<file path="src/rtl/cpu_pkg.sv">
// rtl/cpu_pkg.sv - opcodes, ALU codes, state encoding and control word for the multicycle CPU
package cpu_pkg;

    localparam logic [3:0] OP_ADD = 4'b0000;
    localparam logic [3:0] OP_SUB = 4'b0001;
    localparam logic [3:0] OP_AND = 4'b0010;
    localparam logic [3:0] OP_OR  = 4'b0011;
    localparam logic [3:0] OP_ORI = 4'b0100;
    localparam logic [3:0] OP_XOR = 4'b0101;
    localparam logic [3:0] OP_SLT = 4'b0110;
    localparam logic [3:0] OP_SW  = 4'b0111;
    localparam logic [3:0] OP_LW  = 4'b1000;
    localparam logic [3:0] OP_BLT = 4'b1001;

    localparam logic [2:0] ALU_ADD = 3'b000;
    localparam logic [2:0] ALU_SUB = 3'b001;
    localparam logic [2:0] ALU_AND = 3'b010;
    localparam logic [2:0] ALU_OR  = 3'b011;
    localparam logic [2:0] ALU_XOR = 3'b100;
    localparam logic [2:0] ALU_SLT = 3'b101;

    typedef enum logic [2:0] {
        S_FETCH  = 3'd0,
        S_DECODE = 3'd1,
        S_EXEC   = 3'd2,
        S_MEM    = 3'd3,
        S_WB     = 3'd4
    } state_t;

    typedef struct packed {
        logic       memReq;
        logic       memWrite;
        logic       regDst;
        logic       aluSrc;
        logic       memToReg;
        logic       regWrite;
        logic       extOp;
        logic [2:0] aluCtr;
    } ctrl_t;

    function automatic logic isIllegal(input logic [3:0] op);
        return op >= 4'b1010;
    endfunction

    function automatic logic isRType(input logic [3:0] op);
        return (op <= OP_OR) || (op == OP_XOR) || (op == OP_SLT);
    endfunction

endpackage

</file>
<file path="src/rtl/ctrl_decode.sv">
// rtl/ctrl_decode.sv - combinational state/opcode to datapath control word
module ctrl_decode
    import cpu_pkg::*;
(
    input  state_t     state,
    input  logic [3:0] op,
    output ctrl_t      ctrl
);

    logic [2:0] aluOp;
    logic       immOp;
    logic       signExt;

    always_comb begin
        aluOp   = ALU_ADD;
        immOp   = 1'b0;
        signExt = 1'b0;
        case (op)
            OP_SUB:        aluOp = ALU_SUB;
            OP_AND:        aluOp = ALU_AND;
            OP_OR:         aluOp = ALU_OR;
            OP_XOR:        aluOp = ALU_XOR;
            OP_SLT:        aluOp = ALU_SLT;
            OP_ORI:        begin aluOp = ALU_OR;  immOp = 1'b1; end
            OP_SW, OP_LW:  begin aluOp = ALU_ADD; immOp = 1'b1; signExt = 1'b1; end
            OP_BLT:        begin aluOp = ALU_SUB; signExt = 1'b1; end
            default:       aluOp = ALU_ADD;
        endcase
    end

    // ALU controls stay valid through MEM so the address holds while memory stalls
    always_comb begin
        ctrl = '0;
        case (state)
            S_EXEC, S_MEM: begin
                ctrl.aluSrc = immOp;
                ctrl.extOp  = signExt;
                ctrl.aluCtr = aluOp;
                if (state == S_MEM) begin
                    ctrl.memReq   = 1'b1;
                    ctrl.memWrite = (op == OP_SW);
                end
            end
            S_WB: begin
                ctrl.regWrite = 1'b1;
                ctrl.memToReg = (op == OP_LW);
                ctrl.regDst   = isRType(op);
            end
            default: ctrl = '0;
        endcase
    end

endmodule

</file>
<file path="src/rtl/multicycle_ctrl.sv">
// rtl/multicycle_ctrl.sv - multicycle FETCH/DECODE/EXEC/MEM/WB sequencer with retire counter
module multicycle_ctrl
    import cpu_pkg::*;
#(
    parameter int RET_W = 16
) (
    input  logic             clk,
    input  logic             rst,
    input  logic             Run,
    input  logic [3:0]       Opcode,
    input  logic             MemReady,
    input  logic             AluLt,
    output logic             MemReq,
    output logic             MemWrite,
    output logic             IRWrite,
    output logic             PCWrite,
    output logic             Branch,
    output logic             RegDst,
    output logic             ALUsrc,
    output logic             MemtoReg,
    output logic             RegWrite,
    output logic             ExtOp,
    output logic [2:0]       ALUctr,
    output logic             IllegalOp,
    output logic [2:0]       State,
    output logic [RET_W-1:0] RetCnt
);

    state_t     state, nextState;
    logic [3:0] opQ;
    ctrl_t      ctrl;
    logic       fetchReq, irLoad, pcLoad, takeBranch, retire, setIllegal;

    ctrl_decode uDecode (
        .state (state),
        .op    (opQ),
        .ctrl  (ctrl)
    );

    always_ff @(posedge clk) begin
        if (rst) begin
            state     <= S_FETCH;
            opQ       <= '0;
            RetCnt    <= '0;
            IllegalOp <= 1'b0;
        end else begin
            state <= nextState;
            if (state == S_DECODE) opQ <= Opcode;
            if (retire)     RetCnt    <= RetCnt + 1'b1;
            if (setIllegal) IllegalOp <= 1'b1;
        end
    end

    always_comb begin
        nextState  = state;
        fetchReq   = 1'b0;
        irLoad     = 1'b0;
        pcLoad     = 1'b0;
        takeBranch = 1'b0;
        retire     = 1'b0;
        setIllegal = 1'b0;
        case (state)
            S_FETCH: begin
                fetchReq = Run;
                if (Run && MemReady) begin
                    irLoad    = 1'b1;
                    pcLoad    = 1'b1;
                    nextState = S_DECODE;
                end
            end
            S_DECODE: begin
                // Illegal opcodes retire as NOPs straight from DECODE
                if (isIllegal(Opcode)) begin
                    setIllegal = 1'b1;
                    retire     = 1'b1;
                    nextState  = S_FETCH;
                end else begin
                    nextState = S_EXEC;
                end
            end
            S_EXEC: begin
                if (opQ == OP_BLT) begin
                    pcLoad     = AluLt;
                    takeBranch = AluLt;
                    retire     = 1'b1;
                    nextState  = S_FETCH;
                end else if (opQ == OP_LW || opQ == OP_SW) begin
                    nextState = S_MEM;
                end else begin
                    nextState = S_WB;
                end
            end
            S_MEM: begin
                if (MemReady) begin
                    if (opQ == OP_SW) begin
                        retire    = 1'b1;
                        nextState = S_FETCH;
                    end else begin
                        nextState = S_WB;
                    end
                end
            end
            S_WB: begin
                retire    = 1'b1;
                nextState = S_FETCH;
            end
            default: nextState = S_FETCH;
        endcase
    end

    // Strobes are forced low while rst is held so no partial access escapes
    assign MemReq   = !rst && (fetchReq || ctrl.memReq);
    assign MemWrite = !rst && ctrl.memWrite;
    assign IRWrite  = !rst && irLoad;
    assign PCWrite  = !rst && pcLoad;
    assign Branch   = !rst && takeBranch;
    assign RegDst   = !rst && ctrl.regDst;
    assign ALUsrc   = !rst && ctrl.aluSrc;
    assign MemtoReg = !rst && ctrl.memToReg;
    assign RegWrite = !rst && ctrl.regWrite;
    assign ExtOp    = !rst && ctrl.extOp;
    assign ALUctr   = rst ? 3'b000 : ctrl.aluCtr;
    assign State    = state;

endmodule
</file>
<file path="config.mk">
export PLATFORM = sky130hd
export DESIGN_NAME = multicycle_ctrl
export DESIGN_NICKNAME = d
export VERILOG_FILES = /design/src/rtl/cpu_pkg.sv /design/src/rtl/ctrl_decode.sv /design/src/rtl/multicycle_ctrl.sv
export SDC_FILE = /design/constraint.sdc
export NUM_CORES = 1
export LEC_CHECK = 0
export ABC_CLOCK_PERIOD_IN_PS = 2400
export CORE_MARGIN = 2
export CORE_UTILIZATION = 47
export DETAILED_ROUTE_END_ITERATION = 8
export GPL_TIMING_DRIVEN = 1
export PLACE_DENSITY = 0.8
export SYNTH_ARGS = -nofsm -noshare
export SYNTH_HDL_FRONTEND = slang
export SYNTH_SLANG_ARGS = --single-unit
</file>
<file path="constraint.sdc">
create_clock -name clk -period 2.4 [get_ports clk]
set_input_delay 0.36 -clock clk [delete_from_list [all_inputs] [get_ports clk]]
set_output_delay 0.36 -clock clk [all_outputs]
set_load 0.005 [all_outputs]
</file>
==> reports/results.txt <==
worst vdd ir: 0.354 mV
Cells after Synth: 166
Initial DRC Count: 46
clock slew at reported path FFs: 120 ps
Sequential Power Share: 0.574
Max Root-Sink Buffers: 2
Comb pwr share: 0.133
Clk Latency, worst-skew pair: 320 ps
max-slew violation count: 0
worst min-delay path class: reg2reg
Max Cap Violations: 0
Die X-Extent: 59.1 microns
CP arrival: 1930 ps
Total GRT Usage: 0.220
final-report hold violation count: 0
Crit Path Class: reg2out
Post-DRT Antenna Nets: 0
utilization after layout: 0.697
total number of vias: 1,426
DR vias/cell: 5.89
dpl cells: 235
DIE AREA: 0.00349 sq mm
Post-Route WL: 3650 microns
clock skew: 4.23 ps
Mapped Area: 0.00143 sq mm
Hold WS: 493 ps
outcome: completed
synth unique cells: 43
Pleak: 0.712 nW
global route total overflow: 0
number of synthesized register bits: 24
CTS tree: done
Critical R2R Capture: RetCnt[5]$_SDFFE_PP0P_
switching pwr: 169 uW
number of global-route vias before repair: 1,393
total CTS buffers: 3
wire per inst: 15.1 microns
Hold Startpoint: IllegalOp$_SDFFE_PP0P_
Hold Path Stages: 2
Placer Congestion: 0.810
Final Non-Filler Cells: 242
Pwr Density: 363 mW/mm^2
Worst Hold End: IllegalOp$_SDFFE_PP0P_
crit-path max FO: 8
Die Y: 59.1 microns
largest net degree at the start of global routing: 18
Tcrit/Tclk final: 0.955
clk sink count: 24
Top-Level Pins: 42
setup violators final: 0
Final min period: 2290 ps
actual slew at the worst max-slew pin: 341 ps
Core Box Area: 0.00283 sq mm
H-tree depth: 1
CP required: 2040 ps
sw frac: 0.236
RR Startpoint: opQ[1]$_SDFFE_PP0P_
syn nets: 176
Worst Reg2Reg Path Length in Cells: 7
share of the yosys chip area belonging to registers: 0.337
kind of end point of the critical path: output port
# rows: 19
global-route wire length before repair: 5990 microns
Avg Inst Size Synth: 8.59 sq um
cell internal power dissipation: 547 uW
initial antenna violation count: 0
Hold Buf Count CTS: 0
Starting Density: 0.504
clock root buffer: clkbuf_4
Final HPWL DP: 2620 microns
max_slew headroom: 0.771
share of layout cells above drive strength 1: 0.161
Area Overhead vs Synth: 38.2%
Final WS setup: 108 ps
PortBufs: 41
startpoint types: flip-flop
R2R Setup Slk: 220 ps
Nets: 222
Max Fclk: 436 MHz
Residual DRC: 0
worst slack, placed: 94.0 ps
drt pass-1 iters: 4
Synth Warn #: 0
ANT cells: 0
clock power share: 0.294
==> synth_stat cells, drive strengths merged <==
master | n | area, sq um
nor2 | 26 | 97.6
dfxtp | 24 | 480
a21oi | 11 | 55.1
xnor2 | 11 | 96.3
buf | 10 | 73.8
mux2i | 7 | 70.1
nand3 | 7 | 35.0
nor3 | 7 | 35.0
nand2 | 6 | 22.5
a311oi | 5 | 43.8
a31oi | 5 | 31.3
clkbuf | 4 | 15.0
nand4 | 4 | 40.0
nor3b | 4 | 41.3
o31ai | 4 | 30.0
or4 | 4 | 30.0
and3 | 2 | 17.5
and4 | 2 | 17.5
inv | 2 | 7.51
nand2b | 2 | 12.5
nor2b | 2 | 12.5
nor4b | 2 | 17.5
a211o | 1 | 10.0
a2bb2oi | 1 | 26.3
and2 | 1 | 6.26
and2b | 1 | 8.76
and3b | 1 | 8.76
and4b | 1 | 10.0
ha | 1 | 12.5
mux2 | 1 | 11.3
nand3b | 1 | 7.51
nand4b | 1 | 8.76
nor4 | 1 | 6.26
o21a | 1 | 7.51
o21ai | 1 | 5.00
or2 | 1 | 6.26
xor2 | 1 | 8.76
==> how the worst max path moves through the flow <==
stage | end | slack (ps) | start | cells after the start
floorplan | PCWrite | 440 | State[0]$_SDFFE_PP0P_ | 6
global placement | PCWrite | 180 | opQ[1]$_SDFFE_PP0P_ | 5
detailed placement | PCWrite | 90 | rst | 4
CTS | ALUsrc | 2 | opQ[1]$_SDFFE_PP0P_ | 5
global route | RegDst | -4 | State[0]$_SDFFE_PP0P_ | 5
finish | MemWrite | 110 | opQ[0]$_SDFFE_PP0P_ | 4
==> cell usage in the layout, fill, tap and decap left out, types with 2 or more instances in the layout <==
cell,n
clkdlybuf4s50_1,38
nor2_1,26
dfxtp_1,21
buf_4,14
xnor2_1,11
a21oi_1,11
mux2i_1,7
nand3_1,7
nand2_1,6
nor3_1,6
a31oi_1,5
a311oi_1,5
o31ai_1,4
or4_1,4
dfxtp_2,3
nand4_1,3
clkbuf_4,3
dlymetal6s2s_1,3
nand2b_1,2
nor2b_1,2
nor3b_1,2
inv_1,2
and4_1,2
==> power groups by stage <==
stage	combinational (mW)	clock [mW]	sequential [mW]
6_report	0.0949	0.210	0.411
5_1_grt	0.104	0.230	0.412
4_1_cts	0.0935	0.217	0.410
3_5_place_dp	0.0910	0	0.418
3_3_place_gp	0.0885	0	0.417
2_1_floorplan	0.0524	0	0.417
==> cells by family (layout without fill, tap and decap cells) <==
family          after synthesis  in the layout  synth area share
compound gates               29             29             0.146
xor+xnor                     12             12            0.0737
fa+ha+maj                     1              1           0.00877
buf+inv                      16             61            0.0675
flops                        24             24             0.337
mux                           8              8            0.0570
simple gates                 76             76             0.310
==> state kept, by name, indices dropped and copies added, names as in the netlist <==
name / cells
State: 3
opQ: 4
IllegalOp: 1
RetCnt: 16
==> what timing repair did <==
item | CTS | global route
pin swaps | 3 | 3
gates resized for setup | 4 | 8
hold endpoints to repair | 0 | 0
endpoints found under the setup margin | 2 | 7
buffers inserted | 2 | 1
==> critical path, stage by stage, from the launching register on <==
cell and delay (ps):
dfxtp_1 520, and4b_2 380, nand3_1 110, nor2_1 100, clkdlybuf4s50_1 510
==> routing by layer <==
metal | vias to the layer above | share of wire | wire, microns | global-route usage
met5 | - | 0 | 0 | 0
met4 | 0 | 0.013 | 46 | 0.0682
met3 | 7 | 0.067 | 243 | 0.0524
met2 | 56 | 0.50 | 1820 | 0.370
met1 | 673 | 0.42 | 1540 | 0.279
li1 | 690 | - | - | -
==> per-stage QoR <==
step / cell area (sq um) / TNS [ps] / power (mW)
2_1_floorplan: 1430 / 0 / 0.469
5_1_grt: 1970 / -4.32 / 0.745
3_3_place_gp: 1870 / 0 / 0.506
6_report: 1970 / 0 / 0.716
3_5_place_dp: 1870 / 0 / 0.509
4_1_cts: 1940 / 0 / 0.720
==> final cells by class <==
type	count	area, sq um
Clock buffer	4	36.3
Fill cell	228	857
Multi-Input combinational cell	126	882
Inverter	2	7.51
Timing Repair Buffer	55	523
Tap cell	31	38.8
Sequential cell	24	484
Power figures use the tool's default switching activity.
